File: src/rtl/bus_pkg.sv
// Shared bus constants and word/id types used by the per-PE receive stage.
package bus_pkg;

  localparam int NUM_PE       = 8;
  localparam int DATA_LEN     = 16;
  localparam int BUS_ADDR_LEN = 3;

  typedef logic [BUS_ADDR_LEN-1:0] pe_id_t;
  typedef logic [DATA_LEN-1:0]     bus_word_t;

endpackage

File: src/rtl/bus_rd_buffer_if.sv
// Bus-side and PE-side signals of one bus_rd_buffer; master = bus master/PE side, slave = buffer.
interface bus_rd_buffer_if;
  import bus_pkg::*;

  bus_word_t bus_data;
  pe_id_t    addr_bus;
  logic      rd_from_bus;
  pe_id_t    src_addr;
  logic      src_rq;
  bus_word_t src_data;
  logic      src_valid;
  logic      rd_buffer_full;
  logic      rd_overflow;

  modport master (
    output bus_data, addr_bus, rd_from_bus, src_addr, src_rq,
    input  src_data, src_valid, rd_buffer_full, rd_overflow
  );

  modport slave (
    input  bus_data, addr_bus, rd_from_bus, src_addr, src_rq,
    output src_data, src_valid, rd_buffer_full, rd_overflow
  );

endinterface

File: src/rtl/bus_rd_buffer_rd_slot_fifo.sv
// One source slot: small circular FIFO with combinational head. The caller never pushes
// a full slot unless it pops in the same cycle.
module rd_slot_fifo
  import bus_pkg::*;
#(
  parameter int DEPTH = 2,
  localparam int CNT_W = $clog2(DEPTH + 1),
  localparam int PTR_W = $clog2(DEPTH)
) (
  input  logic             clk,
  input  logic             rstn,
  input  logic             push,
  input  logic             pop,
  input  bus_word_t        din,
  output bus_word_t        dout,
  output logic             empty,
  output logic             full,
  output logic [CNT_W-1:0] count
);

  bus_word_t        mem [DEPTH];
  logic [PTR_W-1:0] wr_ptr_reg;
  logic [PTR_W-1:0] rd_ptr_reg;
  logic [CNT_W-1:0] count_reg;

  assign dout  = mem[rd_ptr_reg];
  assign empty = (count_reg == '0);
  assign full  = (count_reg == CNT_W'(DEPTH));
  assign count = count_reg;

  always_ff @(posedge clk) begin
    if (push) begin
      mem[wr_ptr_reg] <= din;
    end
  end

  // DEPTH is a power of two, so pointer wrap is the natural overflow of PTR_W bits
  always_ff @(posedge clk or negedge rstn) begin
    if (!rstn) begin
      wr_ptr_reg <= '0;
      rd_ptr_reg <= '0;
      count_reg  <= '0;
    end else begin
      if (push) begin
        wr_ptr_reg <= wr_ptr_reg + PTR_W'(1);
      end
      if (pop) begin
        rd_ptr_reg <= rd_ptr_reg + PTR_W'(1);
      end
      if (push && !pop) begin
        count_reg <= count_reg + CNT_W'(1);
      end else if (pop && !push) begin
        count_reg <= count_reg - CNT_W'(1);
      end
    end
  end

endmodule

File: src/rtl/bus_rd_buffer.sv
// Per-PE receive stage: sorts bus words into per-source FIFOs and serves reads by source id.
// Optional macro RD_BUF_BYPASS_EN: a read of an empty slot hits on a same-cycle push to it.
module bus_rd_buffer
  import bus_pkg::*;
#(
  parameter int SLOT_DEPTH = 2
) (
  input  logic           clk,
  input  logic           rstn,
  bus_rd_buffer_if.slave bus
);

  localparam int TOTAL = NUM_PE * SLOT_DEPTH;
  localparam int OCC_W = $clog2(TOTAL + 1);
  localparam int CNT_W = $clog2(SLOT_DEPTH + 1);

  bus_word_t         dout_arr  [NUM_PE];
  logic [CNT_W-1:0]  count_arr [NUM_PE];
  logic [NUM_PE-1:0] empty_vec;
  logic [NUM_PE-1:0] full_vec;
  logic [NUM_PE-1:0] push_vec;
  logic [NUM_PE-1:0] pop_vec;

  logic             wr_ok;
  logic             rd_ok;
  logic             same_slot;
  logic             pop_hit;
  logic             push_accept;
  logic             bypass;
  logic             fifo_push;
  logic [OCC_W-1:0] occ_reg;
  logic [OCC_W-1:0] occ_next;

  logic      src_valid_reg;
  bus_word_t src_data_reg;
  logic      full_reg;
  logic      overflow_reg;

  always_comb begin
    wr_ok     = bus.rd_from_bus && (int'(bus.addr_bus) < NUM_PE);
    rd_ok     = bus.src_rq && (int'(bus.src_addr) < NUM_PE);
    same_slot = (bus.src_addr == bus.addr_bus);
    pop_hit   = rd_ok && !empty_vec[bus.src_addr];
    // a pop from the same full slot frees the entry the push lands in
    push_accept = wr_ok && (!full_vec[bus.addr_bus] || (pop_hit && same_slot));
`ifdef RD_BUF_BYPASS_EN
    bypass = push_accept && rd_ok && same_slot && (count_arr[bus.addr_bus] == '0);
`else
    bypass = 1'b0;
`endif
    fifo_push = push_accept && !bypass;

    occ_next = occ_reg;
    if (fifo_push && !pop_hit) begin
      occ_next = occ_reg + OCC_W'(1);
    end else if (pop_hit && !fifo_push) begin
      occ_next = occ_reg - OCC_W'(1);
    end
  end

  for (genvar gi = 0; gi < NUM_PE; gi++) begin : g_slot
    assign push_vec[gi] = fifo_push && (bus.addr_bus == pe_id_t'(gi));
    assign pop_vec[gi]  = pop_hit && (bus.src_addr == pe_id_t'(gi));

    rd_slot_fifo #(
      .DEPTH (SLOT_DEPTH)
    ) u_fifo (
      .clk   (clk),
      .rstn  (rstn),
      .push  (push_vec[gi]),
      .pop   (pop_vec[gi]),
      .din   (bus.bus_data),
      .dout  (dout_arr[gi]),
      .empty (empty_vec[gi]),
      .full  (full_vec[gi]),
      .count (count_arr[gi])
    );
  end

  always_ff @(posedge clk or negedge rstn) begin
    if (!rstn) begin
      src_valid_reg <= 1'b0;
      src_data_reg  <= '0;
      occ_reg       <= '0;
      full_reg      <= 1'b0;
      overflow_reg  <= 1'b0;
    end else begin
      src_valid_reg <= pop_hit || bypass;
      if (pop_hit) begin
        src_data_reg <= dout_arr[bus.src_addr];
      end else if (bypass) begin
        src_data_reg <= bus.bus_data;
      end
      occ_reg  <= occ_next;
      // one-entry margin absorbs the master's grant latency
      full_reg <= (occ_next >= OCC_W'(TOTAL - 1));
      if (bus.rd_from_bus && !push_accept) begin
        overflow_reg <= 1'b1;
      end
    end
  end

  assign bus.src_valid      = src_valid_reg;
  assign bus.src_data       = src_data_reg;
  assign bus.rd_buffer_full = full_reg;
  assign bus.rd_overflow    = overflow_reg;

endmodule

File: src/flat_wrapper.sv
// flat-port wrapper written by rule: the top's interface ports become plain ports
module bus_rd_buffer_flat import bus_pkg::*;
#(
  parameter int SLOT_DEPTH = 2
)
  (clk, rstn, bus_bus_data, bus_addr_bus, bus_rd_from_bus, bus_src_addr, bus_src_rq, bus_src_data, bus_src_valid, bus_rd_buffer_full, bus_rd_overflow);
  bus_rd_buffer_if bus_i ();
  input  logic clk;
  input  logic rstn;
  input wire logic [$bits(bus_i.bus_data)-1:0] bus_bus_data;
  input wire logic [$bits(bus_i.addr_bus)-1:0] bus_addr_bus;
  input wire logic [$bits(bus_i.rd_from_bus)-1:0] bus_rd_from_bus;
  input wire logic [$bits(bus_i.src_addr)-1:0] bus_src_addr;
  input wire logic [$bits(bus_i.src_rq)-1:0] bus_src_rq;
  output wire logic [$bits(bus_i.src_data)-1:0] bus_src_data;
  output wire logic [$bits(bus_i.src_valid)-1:0] bus_src_valid;
  output wire logic [$bits(bus_i.rd_buffer_full)-1:0] bus_rd_buffer_full;
  output wire logic [$bits(bus_i.rd_overflow)-1:0] bus_rd_overflow;
  assign bus_i.bus_data = bus_bus_data;
  assign bus_i.addr_bus = bus_addr_bus;
  assign bus_i.rd_from_bus = bus_rd_from_bus;
  assign bus_i.src_addr = bus_src_addr;
  assign bus_i.src_rq = bus_src_rq;
  assign bus_src_data = bus_i.src_data;
  assign bus_src_valid = bus_i.src_valid;
  assign bus_rd_buffer_full = bus_i.rd_buffer_full;
  assign bus_rd_overflow = bus_i.rd_overflow;
  bus_rd_buffer #(.SLOT_DEPTH(SLOT_DEPTH)) u_core (.clk(clk), .rstn(rstn), .bus(bus_i));
endmodule
File: config.mk
export PLATFORM = sky130hd
export DESIGN_NAME = bus_rd_buffer_flat
export DESIGN_NICKNAME = d
export VERILOG_FILES = /design/src/rtl/bus_pkg.sv /design/src/rtl/bus_rd_buffer_if.sv /design/src/rtl/bus_rd_buffer_rd_slot_fifo.sv /design/src/rtl/bus_rd_buffer.sv /design/src/flat_wrapper.sv
export SDC_FILE = /design/constraint.sdc
export NUM_CORES = 1
export LEC_CHECK = 0
export CORE_ASPECT_RATIO = 1.75
export CORE_MARGIN = 5
export CORE_UTILIZATION = 40
export CTS_BUF_LIST = sky130_fd_sc_hd__clkbuf_4 sky130_fd_sc_hd__clkbuf_8
export DETAILED_ROUTE_END_ITERATION = 7
export PLACE_DENSITY_LB_ADDON = 0.3
export SYNTH_ARGS = -nofsm -noshare
export SYNTH_HDL_FRONTEND = slang
export SYNTH_SLANG_ARGS = --single-unit
export TNS_END_PERCENT = 1
File: constraint.sdc
create_clock -name clk -period 9.4 [get_ports clk]
set_input_delay 1.88 -clock clk [delete_from_list [all_inputs] [get_ports clk]]
set_output_delay 1.88 -clock clk [all_outputs]
set_load 0.01 [all_outputs]
==> results.cfg <==
[sta]
period_minus_slack_ps = 5430
finalHoldViolCount = 0
min_period_over_period_pct = 57.7
setup_viol = 0
clock_skew_ps = 12.4
slew_violations = 0
tightest_slew_ps = 1030
finalSetupTns_ps = 0
fmaxAchievable_ghz = 0.184
rsz0062_at_grt = false
holdWs_ps = 483
fin_ws_ps = 3970
relSlewSlack_pct = 31.4

[drt]
route.detailed.drc = 0
viasPerCell = 5.32
first_iter_violations = 381
routedWlPerCell_um = 23.4
first_pass_iters = 5
drt_wl_total_um = 30600
ant_nets = 0
routed-via-count = 6964

[finish]
drive_gt1_share_pct = 11.6
final_common_cell = edfxtp_1
fillCellCount = 2747
nNetsFinal = 910
area_growth_pct = 14.3
final_cell_mix = edfxtp_1, mux2i_1, dfrtp_1
largest_reg_flops = 256

[critical_path]
worstPathRequired_ps = 9580
crit_type = input pin to flip-flop
crit_fanout = 63
end_kind = flip-flop
reg2reg_depth = 7
worstSetupStartpointType = input pin
crit_chain = buf_2, buf_4, nand2b_1, nor3_1, o32ai_4, a41oi_1, nor3_1, nand2_1, nor2_2
cp_common_cell = nor3_1
critical-path-slowest-cell = nor3_1
cp_slowest_stage_delay_ps = 770
arrival_ps = 5610

[placement]
gp_congestion = 0.880
dp_hpwl_um = 20500
port_buffers = 44
preCtsSetupSlack_ps = 3420

[clock_network]
cts-root-buf = clkbuf_8
cts_tree = done
cts_resized = 0
clockBufferDepth = 3
clkTransAtPathRegs_ps = 60
clock_sinks = 312
hold_buffers = 0
clk_latency_ps = 560
cts_setup_buffers = 0
htree_num_levels = 2
cts_buffers = 45

[logic_synthesis]
async_flop_share_pct = 17.9
synth_ff_type = edfxtp_1
synth_area_per_cell_um2 = 15.5
synth_cell_types = 49
synth_top_area_cell = edfxtp_1
synth_area_leaders = edfxtp_1, dfrtp_1, mux2i_1
synth-seq-area-share_pct = 71.5
netlist.area_leader.share_pct = 60.5
yosys_warnings = 0
syn_inst = 821
syn-num-nets = 857
netlist_area_um2 = 12700
synth_edf_count = 256
ys_seq_elements = 312

[floorplanning]
dieArea_um2 = 35600
die_x_um = 145
initial_core_util_pct = 40.5
num_rows = 86
die_h_um = 246
core_um2 = 31400
boundaryPins = 45

[grt]
grt.overflow.total = 0
antenna_found_initial = 1
grt_pass1_wl_um = 45100
grt_max_degree = 64
grt.total_usage_pct = 17.6
grt_pass1_vias = 7223

[min_path]
min_path_type = flip-flop to flip-flop
hold_depth = 1

[run]
drv_cap = 0

[status]
status = finished, final reports clean

[power]
power_leakage_nw = 5.10
ir_worst_vdd_v = 0.000152
power_density_nw_per_um2 = 260
[worst paths after layout]
check	slack, ps	endpoint	start
hold / removal	480	u_core.g_slot[5].u_fifo.count[1]$_DFFE_PN0P_	u_core.g_slot[5].u_fifo.count[1]$_DFFE_PN0P_
min in group asynchronous	1470	u_core.g_slot[7].u_fifo.rd_ptr_reg$_DFFE_PN0P_	rstn
hold reg to reg	480	u_core.g_slot[5].u_fifo.count[1]$_DFFE_PN0P_	u_core.g_slot[5].u_fifo.count[1]$_DFFE_PN0P_
setup / recovery	3970	u_core.g_slot[2].u_fifo.mem[0][12]$_DFFE_PP_	bus_src_addr[0]
max in group asynchronous	7370	u_core.bus.src_data[7]$_DFFE_PN0P_	rstn
setup reg to reg	5810	u_core.g_slot[2].u_fifo.mem[0][12]$_DFFE_PP_	u_core.g_slot[3].u_fifo.count[0]$_DFFE_PN0P_
[synth_stat cells (all sizes together), types with 10 or more instances]
cell    number
nor2        21
dfrtp       56
o21a        16
buf         16
edfxtp     256
xnor2       29
nand2       14
mux2i       98
o22ai       17
ha          10
o221ai      17
clkbuf      30
inv         16
a211oi      48
nor2b       39
a21oi       51
xor2        18
o21ai       16
[worst max-delay path, delay by kind of cell]
kind	cells	cell delay, ps
compound gates	2	570
buf+inv	2	570
simple gates	5	2550
[where the power goes]
part / switching, mW / leakage (nW) / total (mW) / internal, mW
Clock: 0.508 / 0.533 / 1.15 / 0.642
Sequential: 0.254 / 2.95 / 1.90 / 1.65
Combinational: 0.350 / 1.62 / 0.733 / 0.383
[kinds of logic (layout without fill, tap and decap cells)]
| kind of cell | after synthesis | after routing | synth area share [%] |
|---|---|---|---|
| compound gates | 181 | 181 | 9.69 |
| fa+ha+maj | 10 | 10 | 0.984 |
| mux | 98 | 98 | 7.72 |
| flops | 312 | 312 | 71.5 |
| other cells | 0 | 1 | 0 |
| simple gates | 111 | 111 | 4.92 |
| xor+xnor | 47 | 47 | 3.24 |
| buf+inv | 62 | 152 | 1.96 |
[through the flow]
stage	utilization, %	instance area [µm²]	total power, mW	instances
3_5_place_dp	43.1	13500	2.67	1223
3_3_place_gp	43.1	13500	2.65	1223
5_1_grt	46.3	14500	3.97	1308
6_report	46.3	14500	3.79	1308
2_1_floorplan	-	12700	2.36	821
4_1_cts	46.3	14500	3.83	1307
[layout make-up]
type                    instances  area, µm²  area share, %
inverters                      16       60.1          0.413
well taps                     396        495           3.41
clock buffers                  68        855           5.88
multi-input cells             447       3410           23.5
diodes                          1       2.50         0.0172
clock inverters                16        139          0.955
repair buffers                 52        485           3.34
flip-flops and latches        312       9090           62.5
[routing by layer]
layer  wire (µm)  GRT usage, %  vias to the layer above
met3        1160          2.72                       57
met4        1340          8.26                        0
met1       11200          19.4                     3462
met2       16900          32.1                      174
met5           0             0                        -
li1            -             -                     3271
No activity file was read; power rests on OpenSTA's default activity.
